--- config.mk ---
export PLATFORM = sky130hd
export DESIGN_NAME = pipelined_cla_adder
export DESIGN_NICKNAME = d
export VERILOG_FILES = /design/src/rtl/adder_pkg.sv /design/src/rtl/pipelined_cla_adder_group.sv /design/src/rtl/pipelined_cla_adder.sv
export SDC_FILE = /design/constraint.sdc
export NUM_CORES = 1
export LEC_CHECK = 0
export CORE_MARGIN = 5
export CORE_UTILIZATION = 59
export CTS_CLUSTER_SIZE = 25
export DETAILED_ROUTE_END_ITERATION = 8
export HOLD_SLACK_MARGIN = 0.1
export PLACE_DENSITY = 0.89
export SYNTH_ARGS = -nofsm -noshare
export SYNTH_HDL_FRONTEND = slang
export SYNTH_HIERARCHICAL = 1
export SYNTH_SLANG_ARGS = --single-unit --ignore-timing --ignore-initial --compat-mode --unroll-limit 50000
--- constraint.sdc ---
create_clock -name clk -period 10.9 [get_ports clk]
set_clock_uncertainty 0.2 [all_clocks]
set_input_delay 2.725 -clock clk [delete_from_list [all_inputs] [get_ports clk]]
set_output_delay 2.725 -clock clk [all_outputs]
set_load 0.01 [all_outputs]
--- src/rtl/adder_pkg.sv ---
// Shared definitions for the carry-lookahead adder family: group lookahead
// carry function and stage-count helper.
package adder_pkg;

    localparam int MAX_GROUP = 32;

    typedef logic [MAX_GROUP-1:0] grp_vec_t;
    typedef logic [MAX_GROUP:0]   grp_carry_t;

    function automatic int calc_nstage(input int width, input int group);
        return width / group;
    endfunction

    // Two-level lookahead: c[i+1] = OR_j (g[j] & p[j+1..i]) | (p[0..i] & cin).
    // Unused upper p/g bits must be zero; callers truncate to GROUP+1 carries.
    function automatic grp_carry_t cla_group_carries(input grp_vec_t p,
                                                     input grp_vec_t g,
                                                     input logic     cin);
        grp_carry_t c;
        logic       term;
        c    = {(MAX_GROUP+1){1'b0}};
        c[0] = cin;
        for (int i = 0; i < MAX_GROUP; i++) begin
            term = cin;
            for (int j = 0; j <= i; j++) begin
                term = term & p[j];
            end
            c[i+1] = term;
            for (int j = 0; j <= i; j++) begin
                term = g[j];
                for (int m = j + 1; m <= i; m++) begin
                    term = term & p[m];
                end
                c[i+1] = c[i+1] | term;
            end
        end
        return c;
    endfunction

endpackage

--- src/rtl/pipelined_cla_adder_group.sv ---
// One combinational lookahead group: propagate/generate, carries, sum bits,
// plus the carry into the group MSB for signed-overflow detection.
module cla_group
    import adder_pkg::*;
#(
    parameter int GROUP = 4
) (
    input  logic [GROUP-1:0] a,
    input  logic [GROUP-1:0] b,
    input  logic             cin,
    output logic [GROUP-1:0] sum,
    output logic             cout,
    output logic             cmsb
);

    logic [GROUP-1:0] p_s;
    logic [GROUP-1:0] g_s;
    logic [GROUP:0]   c_s;

    assign p_s  = a ^ b;
    assign g_s  = a & b;
    assign c_s  = (GROUP+1)'(cla_group_carries(grp_vec_t'(p_s), grp_vec_t'(g_s), cin));
    assign sum  = p_s ^ c_s[GROUP-1:0];
    assign cout = c_s[GROUP];
    assign cmsb = c_s[GROUP-1];

endmodule

--- src/rtl/pipelined_cla_adder.sv ---
// Pipelined carry-lookahead adder/subtractor: one GROUP-bit lookahead group per
// stage, registered inter-group carry, valid/ready streaming with global stall.
module pipelined_cla_adder
    import adder_pkg::*;
#(
    parameter int WIDTH = 16,
    parameter int GROUP = 4
) (
    input  logic             clk,
    input  logic             rst,
    input  logic             in_valid,
    output logic             in_ready,
    input  logic [WIDTH-1:0] a,
    input  logic [WIDTH-1:0] b,
    input  logic             cin,
    input  logic             sub,
    output logic             out_valid,
    input  logic             out_ready,
    output logic [WIDTH-1:0] sum,
    output logic             cout,
    output logic             ovf
);

    if (GROUP < 1 || GROUP > MAX_GROUP || WIDTH < GROUP || (WIDTH % GROUP) != 0) begin : g_bad_cfg
        $fatal(1, "pipelined_cla_adder: WIDTH must be a non-zero multiple of GROUP");
    end

    localparam int NSTAGE = calc_nstage(WIDTH, GROUP);
    localparam logic [WIDTH-1:0] GMASK = WIDTH'({GROUP{1'b1}});

    logic             en_s;
    logic [WIDTH-1:0] b_eff_s;
    logic             c0_s;

    // Stage registers; a_r/b_r carry the not-yet-consumed operand bits,
    // s_r accumulates the finished low-order sum bits.
    logic             v_r   [NSTAGE];
    logic [WIDTH-1:0] a_r   [NSTAGE];
    logic [WIDTH-1:0] b_r   [NSTAGE];
    logic [WIDTH-1:0] s_r   [NSTAGE];
    logic             c_r   [NSTAGE];
    logic             ovf_r;

    logic [WIDTH-1:0] src_a_s   [NSTAGE];
    logic [WIDTH-1:0] src_b_s   [NSTAGE];
    logic [WIDTH-1:0] src_s_s   [NSTAGE];
    logic             src_c_s   [NSTAGE];
    logic [GROUP-1:0] grp_sum_s [NSTAGE];
    logic             grp_co_s  [NSTAGE];
    logic             grp_cm_s  [NSTAGE];
    logic [WIDTH-1:0] nxt_s_s   [NSTAGE];

    // Subtraction as a + ~b + (1 - cin); cin doubles as borrow-in.
    assign b_eff_s = sub ? ~b : b;
    assign c0_s    = cin ^ sub;
    assign en_s    = ~v_r[NSTAGE-1] | out_ready;
    assign in_ready = en_s;

    for (genvar k = 0; k < NSTAGE; k++) begin : g_stage
        if (k == 0) begin : g_first
            assign src_a_s[k] = a;
            assign src_b_s[k] = b_eff_s;
            assign src_c_s[k] = c0_s;
            assign src_s_s[k] = {WIDTH{1'b0}};
        end else begin : g_next
            assign src_a_s[k] = a_r[k-1];
            assign src_b_s[k] = b_r[k-1];
            assign src_c_s[k] = c_r[k-1];
            assign src_s_s[k] = s_r[k-1];
        end

        cla_group #(
            .GROUP (GROUP)
        ) u_grp (
            .a    (src_a_s[k][k*GROUP +: GROUP]),
            .b    (src_b_s[k][k*GROUP +: GROUP]),
            .cin  (src_c_s[k]),
            .sum  (grp_sum_s[k]),
            .cout (grp_co_s[k]),
            .cmsb (grp_cm_s[k])
        );

        assign nxt_s_s[k] = (src_s_s[k] & ~(GMASK << (k*GROUP)))
                          | (WIDTH'(grp_sum_s[k]) << (k*GROUP));
    end

    // Pipeline advance: all stages shift together when en_s is high, else hold
    always_ff @(posedge clk) begin
        if (rst) begin
            for (int k = 0; k < NSTAGE; k++) begin
                v_r[k] <= 1'b0;
                c_r[k] <= 1'b0;
                s_r[k] <= {WIDTH{1'b0}};
            end
            ovf_r <= 1'b0;
        end else if (en_s) begin
            v_r[0] <= in_valid;
            for (int k = 1; k < NSTAGE; k++) begin
                v_r[k] <= v_r[k-1];
            end
            for (int k = 0; k < NSTAGE; k++) begin
                a_r[k] <= src_a_s[k];
                b_r[k] <= src_b_s[k];
                c_r[k] <= grp_co_s[k];
                s_r[k] <= nxt_s_s[k];
            end
            ovf_r <= grp_co_s[NSTAGE-1] ^ grp_cm_s[NSTAGE-1];
        end
    end

    assign out_valid = v_r[NSTAGE-1];
    assign sum       = s_r[NSTAGE-1];
    assign cout      = c_r[NSTAGE-1];
    assign ovf       = ovf_r;

endmodule
* Word level (Yosys, flattened, before mapping)
Memory sizes are Yosys's and may differ from the RTL's.
Index checks and enable logic that the tools add are counted.
** Word-level totals
- Word-level logic and storage cells :: 136
- Output and inout port bits :: 20
- Bits in writable memories :: 200
- Memories kept :: 5
- Input bits :: 38
- Register bits after elaboration :: 1
** Cells by class
- Muxes and demuxes :: 18
- Bitwise logic cells :: 112
** Memory list
- a_r :: depth 4, bits a word 16, read ports 3, clocked after Yosys merged registers in 0, wr ports 4, line pipelined_cla_adder.sv:38 : logic [WIDTH-1:0] a_r [NSTAGE];
- b_r :: depth 4, bits a word 16, read ports 3, clocked after Yosys merged registers in 0, wr ports 4, line pipelined_cla_adder.sv:39 : logic [WIDTH-1:0] b_r [NSTAGE];
- s_r :: depth 4, bits a word 16, read ports 4, clocked after Yosys merged registers in 0, wr ports 4, line pipelined_cla_adder.sv:40 : logic [WIDTH-1:0] s_r [NSTAGE];
- c_r :: depth 4, bits a word 1, read ports 4, clocked after Yosys merged registers in 0, wr ports 4, line pipelined_cla_adder.sv:41 : logic c_r [NSTAGE];
- v_r :: depth 4, bits a word 1, read ports 4, clocked after Yosys merged registers in 0, wr ports 4, line pipelined_cla_adder.sv:37 : logic v_r [NSTAGE];
** Operators with widths (count)
- $mux W16 :: 5
- $or A1 B1 Y1 :: 53
- $and A1 B1 Y1 :: 40
- $xor A4 B4 Y4 :: 8
- $and A4 B4 Y4 :: 4
- $not A16 Y16 :: 1
- $or A12 B16 Y16 :: 1
- $or A16 B12 Y16 :: 1
- $or A16 B8 Y16 :: 1
- $mux W1 :: 13
- $xor A1 B1 Y1 :: 2
- $not A1 Y1 :: 1

* Logic depth before layout (Yosys ltp)
Gate-level depths: netlist (run 1).
- Depth after elaboration :: 12
- Depth in mapped cells :: 9
- Gate-level depth less buffers :: 7

* Modules after synthesis
The synthesis (run 1) kept the hierarchy.
** Modules (own cells, without submodules)
- pipelined_cla_adder :: area an instance 3569.7 sq um, sequential area each 2902.8 sq um, times used 1, cells an instance 183
- cla_group (g_stage[0].u_grp ...) :: area an instance 162.7 sq um, sequential area each 0.0 sq um, times used 3, cells an instance 15
- cla_group (g_stage[3].u_grp) :: area an instance 161.4 sq um, sequential area each 0.0 sq um, times used 1, cells an instance 19

* Worst setup path before layout (run 1)
OpenSTA, ideal clock, no wires.
- Path type :: in2out
- Start point :: input port out_ready
- End point :: output port in_ready
- Setup slack :: 4.850 ns
- Path buffers :: 2
- Cell stages on the path :: 4
- Arrival :: 3.125 ns
- Cell sequence :: nor2b_2 -> buf_6 -> buf_6 -> inv_2
** On the way
- Longest elaborated chain between the ends :: 1
** Ends and longest elaborated chain
- start: declaration :: line pipelined_cla_adder.sv:18 : input logic out_ready,
- $or A1 B1 Y1 :: line pipelined_cla_adder.sv:56 : assign en_s = ~v_r[NSTAGE-1] | out_ready;
- end: declaration :: line pipelined_cla_adder.sv:12 : output logic in_ready,
No other way between the ends.

* Final worst setup path (run 1)
Same ends and word-level chain as after synthesis.

==> results.md, run 1 <==
* Status: finished clean
* Postcts setup bufs at 0
* Num ports at just under 60
* Remaining antenna violation count after routing at 0
* DRC errors left at 0
* Slowest CP cell: nor2b_4
* Root Buffer: clkbuf_8
* Area of the multi-input gates at around 0.0012 mm2
* Final wirelength at 5.586 mm
* Crit-path max FO at between 50 and 60
* Full die area at around 0.0089 mm2
* Final period util at 0.6993
* Worst path most repeated cell: clkdlybuf4s50_1
* Die Wd at around 95 um
* Cts bufs inserted at 9
* Initial DRC count at 155
* Crit. End Element: output pin
* Post-Layout Cell Count at 402
* Depth of the CTS H-tree at 3
* CP max stage delay at slightly below 0.9 ns
* CTS max path bufs at 2
* Via density at 5.082
* Setup TNS at 0 ns
* Post-cts hold buffer count at 0
* Synthesized instance count at between 200 and 250
* Placed inst area at 0.004813 mm2
* I/O Buffers at 57
* CTS sink count at between 90 and 100
* Initial core utilization at 0.6142
* YS warnings at 6
* Clk pin slew, worst setup/hold paths at roughly 0.090 ns
* HPWL Detailed at approximately 3.6 mm
* Post-route cell area at between 0.005 and 0.006 mm2
* Mean Syn Cell Area at between 15 and 20 um2
* CP Launch Type: input port
* Cell row count at 30
* Relative slew slack at 0.1889
* Initial antenna violation count at 0
* Top cells by count, synth: edfxtp_1, nor3b_1, xor2_1, ha_1
* Number of synthesized flops with an enable pin at between 90 and 100
* # fillers at 418
* Seq cells post-synth at 97
* Gr ovfl total at 0
* Largest net degree at the start of global routing at 52
* Worst hold path class: reg -> reg
* RSZ-0062 raised after global routing: false
* Final hold vios at 0
* Total power draw at approximately 0.0008 W
* Worst vdd ir at 86.64 uV
* GPL Wtd Cong at 0.7276
* Post-cts resize count at 0
* Final critical-path required period at approximately 7.6 ns
* Ratio of cells with drive above 1 in the final layout at 0.1078
* Area of the mapped netlist at 0.004219 mm2
* Clock latency at the later pin of the worst-skew pair at about 0.35 ns
* Critical Path RT at 7.98 ns
* Placed insts at just under 400
* Total track usage at 0.1375
* Pleak at around 1.9 nW
* Final #Nets at approximately 360
* Top FF cell, synth: edfxtp_1
* Synth cell types at 25
* Count leader, synth: edfxtp_1
* Detailed Routing Iterations Pass 1 at 4
* CTS tree: yes
* Area share of the largest cell type after synthesis at 0.6833
* Max_cap viols at 0
* Pwr Density at approximately 160 mW/mm2
* Area Growth Syn to Fin at 18.71%
* Routed len/inst at 13.90 um
* Slew Limit Fails at 0
* Share of the yosys chip area belonging to registers at 0.6880
* Flip-flop and latch area at between 0.002 and 0.003 mm2
* Syn Nets at 309
* Final setup fails at 0
* Most area-hungry cell type in the Yosys netlist: edfxtp_1
* Post-synth ARST share at 0
* Ant. Diodes at 0
* Class of the most critical setup path: in -> out
* Vert. Die Dim at 94.57 um
* First-pass GRT wire length at 9.252 mm
* Worst slack at placement at about 3.3 ns
* Pin slew with the least headroom to its limit at 1.214 ns
* Vias at approximately 2000
* Fmax at around 130 MHz
* Core footprint at slightly below 0.007 mm2
* Vias in the first global route at approximately 2000
* Worst Slack Setup Final at 3.278 ns
* Top post-synthesis cells by area: edfxtp_1, nor3b_1, ha_1
* Arrival time at the worst endpoint at 4.70 ns
* CP cell instances: clkdlybuf4s50_1, nor2b_4, inv_2, clkdlybuf4s50_1
## where the power goes
group / internal, W / switching (W) / total [W]
Sequential: 0.000448 / 0.00000926 / 0.000458
Clock: 0.000107 / 0.000118 / 0.000225
Combinational: 0.0000587 / 0.0000458 / 0.000104
Total: 0.000614 / 0.000173 / 0.000787
## cells by family after synthesis
kind of cell / after synthesis / synth area share
simple gates: 60 / 0.1011
compound gates: 17 / 0.03529
buf+inv: 19 / 0.02965
xor+xnor: 30 / 0.06762
fa+ha+maj: 24 / 0.07829
flops: 97 / 0.6880
## layout by cell type (no fill, tap or decap), types with 2 or more instances in the layout
cell	netlist	routed
a21o_1	4	4
a21oi_2	3	3
clkbuf_8	0	9
clkdlybuf4s50_1	0	56
clkinv_4	0	2
edfxtp_1	96	96
fa_1	4	4
ha_1	20	20
inv_1	4	4
nand2_2	4	4
nor2_1	5	4
nor3b_1	49	49
o211ai_2	3	3
o21a_1	4	4
xnor2_1	6	6
xor2_1	21	21
xor2_2	3	3
## routing by layer
metal,global-route usage,wire length [um],vias up
met5,0,0,-
met4,0.07933,115,0
met3,0.02789,285,9
met2,0.2210,2795,51
met1,0.1746,2390,965
li1,-,-,1018
## final cells by class
type	instances	area share
clock inverters	6	0.01349
flip-flops and latches	97	0.5796
multi-input cells	131	0.2408
inverters	5	0.003747
repair buffers	57	0.1129
clock buffers	10	0.02548
well taps	96	0.02398
## flip-flops by register name (all words and copies together), names as in the netlist
name and cells:
ovf 1, a_r 24, c_r 4, s_r 40, v_r 4, b_r 24
## metrics by stage
step                      utilization  hold slack, ns
after global routing           0.7291          0.2290
final                          0.7291          0.2185
after floorplan                     -          0.2003
after CTS                      0.7291          0.2229
after global placement         0.7007          0.2018
after detailed placement       0.7007          0.2045
## worst max-delay path: cells and delay by family
kind,cells,cell delay [ns]
buffers and inverters,3,1.07
AND/OR/NAND/NOR,1,0.89
## path summary, 6_finish.rpt
kind / from / end / slack [ns] / cells past startpoint
setup / recovery: out_ready / in_ready / 3.28 / 4
hold / removal: b_r[0][9] / b_r[1][9] / 0.22 / 0
setup reg to reg: v_r[0][3] / c_r[1] / 8.03 / 2
hold reg to reg: b_r[0][9] / b_r[1][9] / 0.22 / 0
Power figures use the tool's default switching activity.
==> run 2, diff against run 1 <==
--- a/config.mk
+++ b/config.mk
@@ -6,11 +6,11 @@
 export NUM_CORES = 1
 export LEC_CHECK = 0
 export CORE_MARGIN = 5
-export CORE_UTILIZATION = 59
+export CORE_UTILIZATION = 54
 export CTS_CLUSTER_SIZE = 25
 export DETAILED_ROUTE_END_ITERATION = 8
 export HOLD_SLACK_MARGIN = 0.1
-export PLACE_DENSITY = 0.89
+export PLACE_DENSITY = 0.83
 export SYNTH_ARGS = -nofsm -noshare
 export SYNTH_HDL_FRONTEND = slang
 export SYNTH_HIERARCHICAL = 1
==> constraint.sdc (replaced) <==
create_clock -name clk -period 7.9 [get_ports clk]
set_clock_uncertainty 0.2 [all_clocks]
set_input_delay 1.975 -clock clk [delete_from_list [all_inputs] [get_ports clk]]
set_output_delay 1.975 -clock clk [all_outputs]
set_load 0.01 [all_outputs]
==> results.md, run 2 (synthesis gave the netlist of run 1 again) <==
* Status: finished clean (unchanged)
* CTS max path bufs at 2 (unchanged)
* Max_cap viols at 0 (unchanged)
* Final hold vios at 0 (unchanged)
* Largest register FFs at 40 (unchanged)
* Worst hold path class: reg -> reg (unchanged)
* Depth of the CTS H-tree at 3 (unchanged)
* Num ports at 58 (unchanged)
* RSZ-0062 raised after global routing: false (unchanged)
* Clk pin slew, worst setup/hold paths at 0.08 ns (was 0.09 ns)
* Detailed Routing Iterations Pass 1 at 4 (unchanged)
* Total track usage at 0.1232 (was 0.1375)
* Biggest register: s_r (unchanged)
* Post-cts hold buffer count at 0 (unchanged)
* Pleak at 1.901 nW (was 1.856 nW)
* Gr ovfl total at 0 (unchanged)
* First-pass GRT wire length at 9.473 mm (was 9.252 mm)
* Pin slew with the least headroom to its limit at 1.215 ns (was 1.214 ns)
* Critical Path RT at 5.73 ns (was 7.98 ns)
* Clock latency at the later pin of the worst-skew pair at 0.34 ns (was 0.35 ns)
* Initial core utilization at 0.5488 (was 0.6142)
* Crit. End Element: output pin (unchanged)
* Setup TNS at 0 ns (unchanged)
* Die Wd at 98.39 um (was 94.57 um)
* HPWL Detailed at 3.717 mm (was 3.631 mm)
* CTS tree: yes (unchanged)
* Worst hold stages at 0 (unchanged)
* CTS sink count at 97 (unchanged)
* Area Growth Syn to Fin at 20.94% (was 18.71%)
* Crit-path max FO at 51 (unchanged)
* Placed inst area at 0.004836 mm2 (was 0.004813 mm2)
* Initial DRC count at 174 (was 155)
* Final setup fails at 0 (unchanged)
* Full die area at 0.009681 mm2 (was 0.008943 mm2)
* I/O Buffers at 57 (unchanged)
* Largest net degree at the start of global routing at 52 (unchanged)
* Final #Nets at 365 (was 363)
* Postcts setup bufs at 0 (unchanged)
* Vert. Die Dim at 98.39 um (was 94.57 um)
* Final wirelength at 5.579 mm (was 5.586 mm)
* Cts bufs inserted at 9 (unchanged)
* Post-route cell area at 0.005102 mm2 (was 0.005009 mm2)
* Largest registers: s_r: 40 flops, a_r: 24 flops, b_r: 24 flops (unchanged)
* GPL Wtd Cong at 0.7517 (was 0.7276)
* Class of the most critical setup path: in -> out (unchanged)
* Vias at 2043 (unchanged)
* Pwr Density at 232.0 mW/mm2 (was 157.1 mW/mm2)
* Worst Slack Setup Final at 2.117 ns (was 3.278 ns)
* Ratio of cells with drive above 1 in the final layout at 0.1169 (was 0.1078)
* Vias in the first global route at 2096 (was 2013)
* DRC errors left at 0 (unchanged)
* Post-cts resize count at 0 (unchanged)
* Ant. Diodes at 0 (unchanged)
* Worst slack at placement at 2.110 ns (was 3.252 ns)
* Worst vdd ir at 132.1 uV (was 86.64 uV)
* Final critical-path required period at 5.783 ns
* WHS at 0.2246 ns (was 0.2185 ns)
* Via density at 4.983 (was 5.082)
* Worst R2R Path Depth at 3 (was 2)
* Initial antenna violation count at 0 (unchanged)
* CP Launch Type: input port (unchanged)
* Total power draw at 0.001184 W (was 0.0007866 W)
* Slew Limit Fails at 0 (unchanged)
* Root Buffer: clkbuf_8 (unchanged)
* Relative slew slack at 0.1878 (was 0.1889)
* Routed len/inst at 13.61 um (was 13.90 um)
* Arrival time at the worst endpoint at 3.61 ns (was 4.70 ns)
* Remaining antenna violation count after routing at 0 (unchanged)
* Final period util at 0.7320
* Core footprint at 0.007687 mm2 (was 0.006869 mm2)
* Most frequent cells in the layout: edfxtp_1, clkdlybuf4s50_1, nor3b_1, xor2_1, ha_1 (unchanged)
* Cell row count at 32 (was 30)
* Fmax at approximately 170 MHz
* Commonest non-fill, non-tap cell in the layout: edfxtp_1 (unchanged)
[run 2: changes by cell type in the layout (fill, tap and decap cells not counted)]
cell       before  now
buf_4           0    2
bufinv_16       1    4
clkinv_1        1    0
clkinv_4        2    0
inv_6           1    0
inv_8           0    1
[run 2: critical path: stages]
cell and delay (ns):
clkdlybuf4s50_1 0.48, nor2b_4 0.13, buf_4 0.44, inv_2 0.08, clkdlybuf4s50_1 0.49
[run 2: final cells by class]
| cell class | count | area (um2) |
|---|---|---|
| Timing Repair Buffer | 59 | 580.6 |
| Sequential cell | 97 | 2903 |
| Fill cell | 562 | 2585 |
| Clock buffer | 10 | 127.6 |
| Inverter | 5 | 18.77 |
| Multi-Input combinational cell | 131 | 1206 |
| Tap cell | 102 | 127.6 |
| Clock inverter | 6 | 138.9 |
[run 2: path summary, 6_finish.rpt]
path,start,endpoint,slack [ns]
setup / recovery,out_ready,in_ready,2.12
setup reg to reg,v_r[0][3],b_r[0][6],5.48
hold / removal,b_r[0][10],b_r[1][10],0.22
hold reg to reg,b_r[0][10],b_r[1][10],0.22
[run 2: metrics by stage]
step,utilization,instances
final,0.6637,410
after global routing,0.6637,410
after CTS,0.6637,410
after detailed placement,0.6291,394
after global placement,0.6291,394
after floorplan,-,247
[run 2: power by group]
group	internal, W	total, W	switching (W)
Combinational	0.0000811	0.000143	0.0000623
Sequential	0.000619	0.000632	0.0000133
Clock	0.000245	0.000408	0.000164
Total	0.000944	0.00118	0.000239
[run 2: per-layer routing]
layer  GRT usage  part of all wire
met5           0                 0
met4     0.04727             0.014
met3     0.03286             0.048
met2      0.2044              0.50
met1      0.1554              0.44
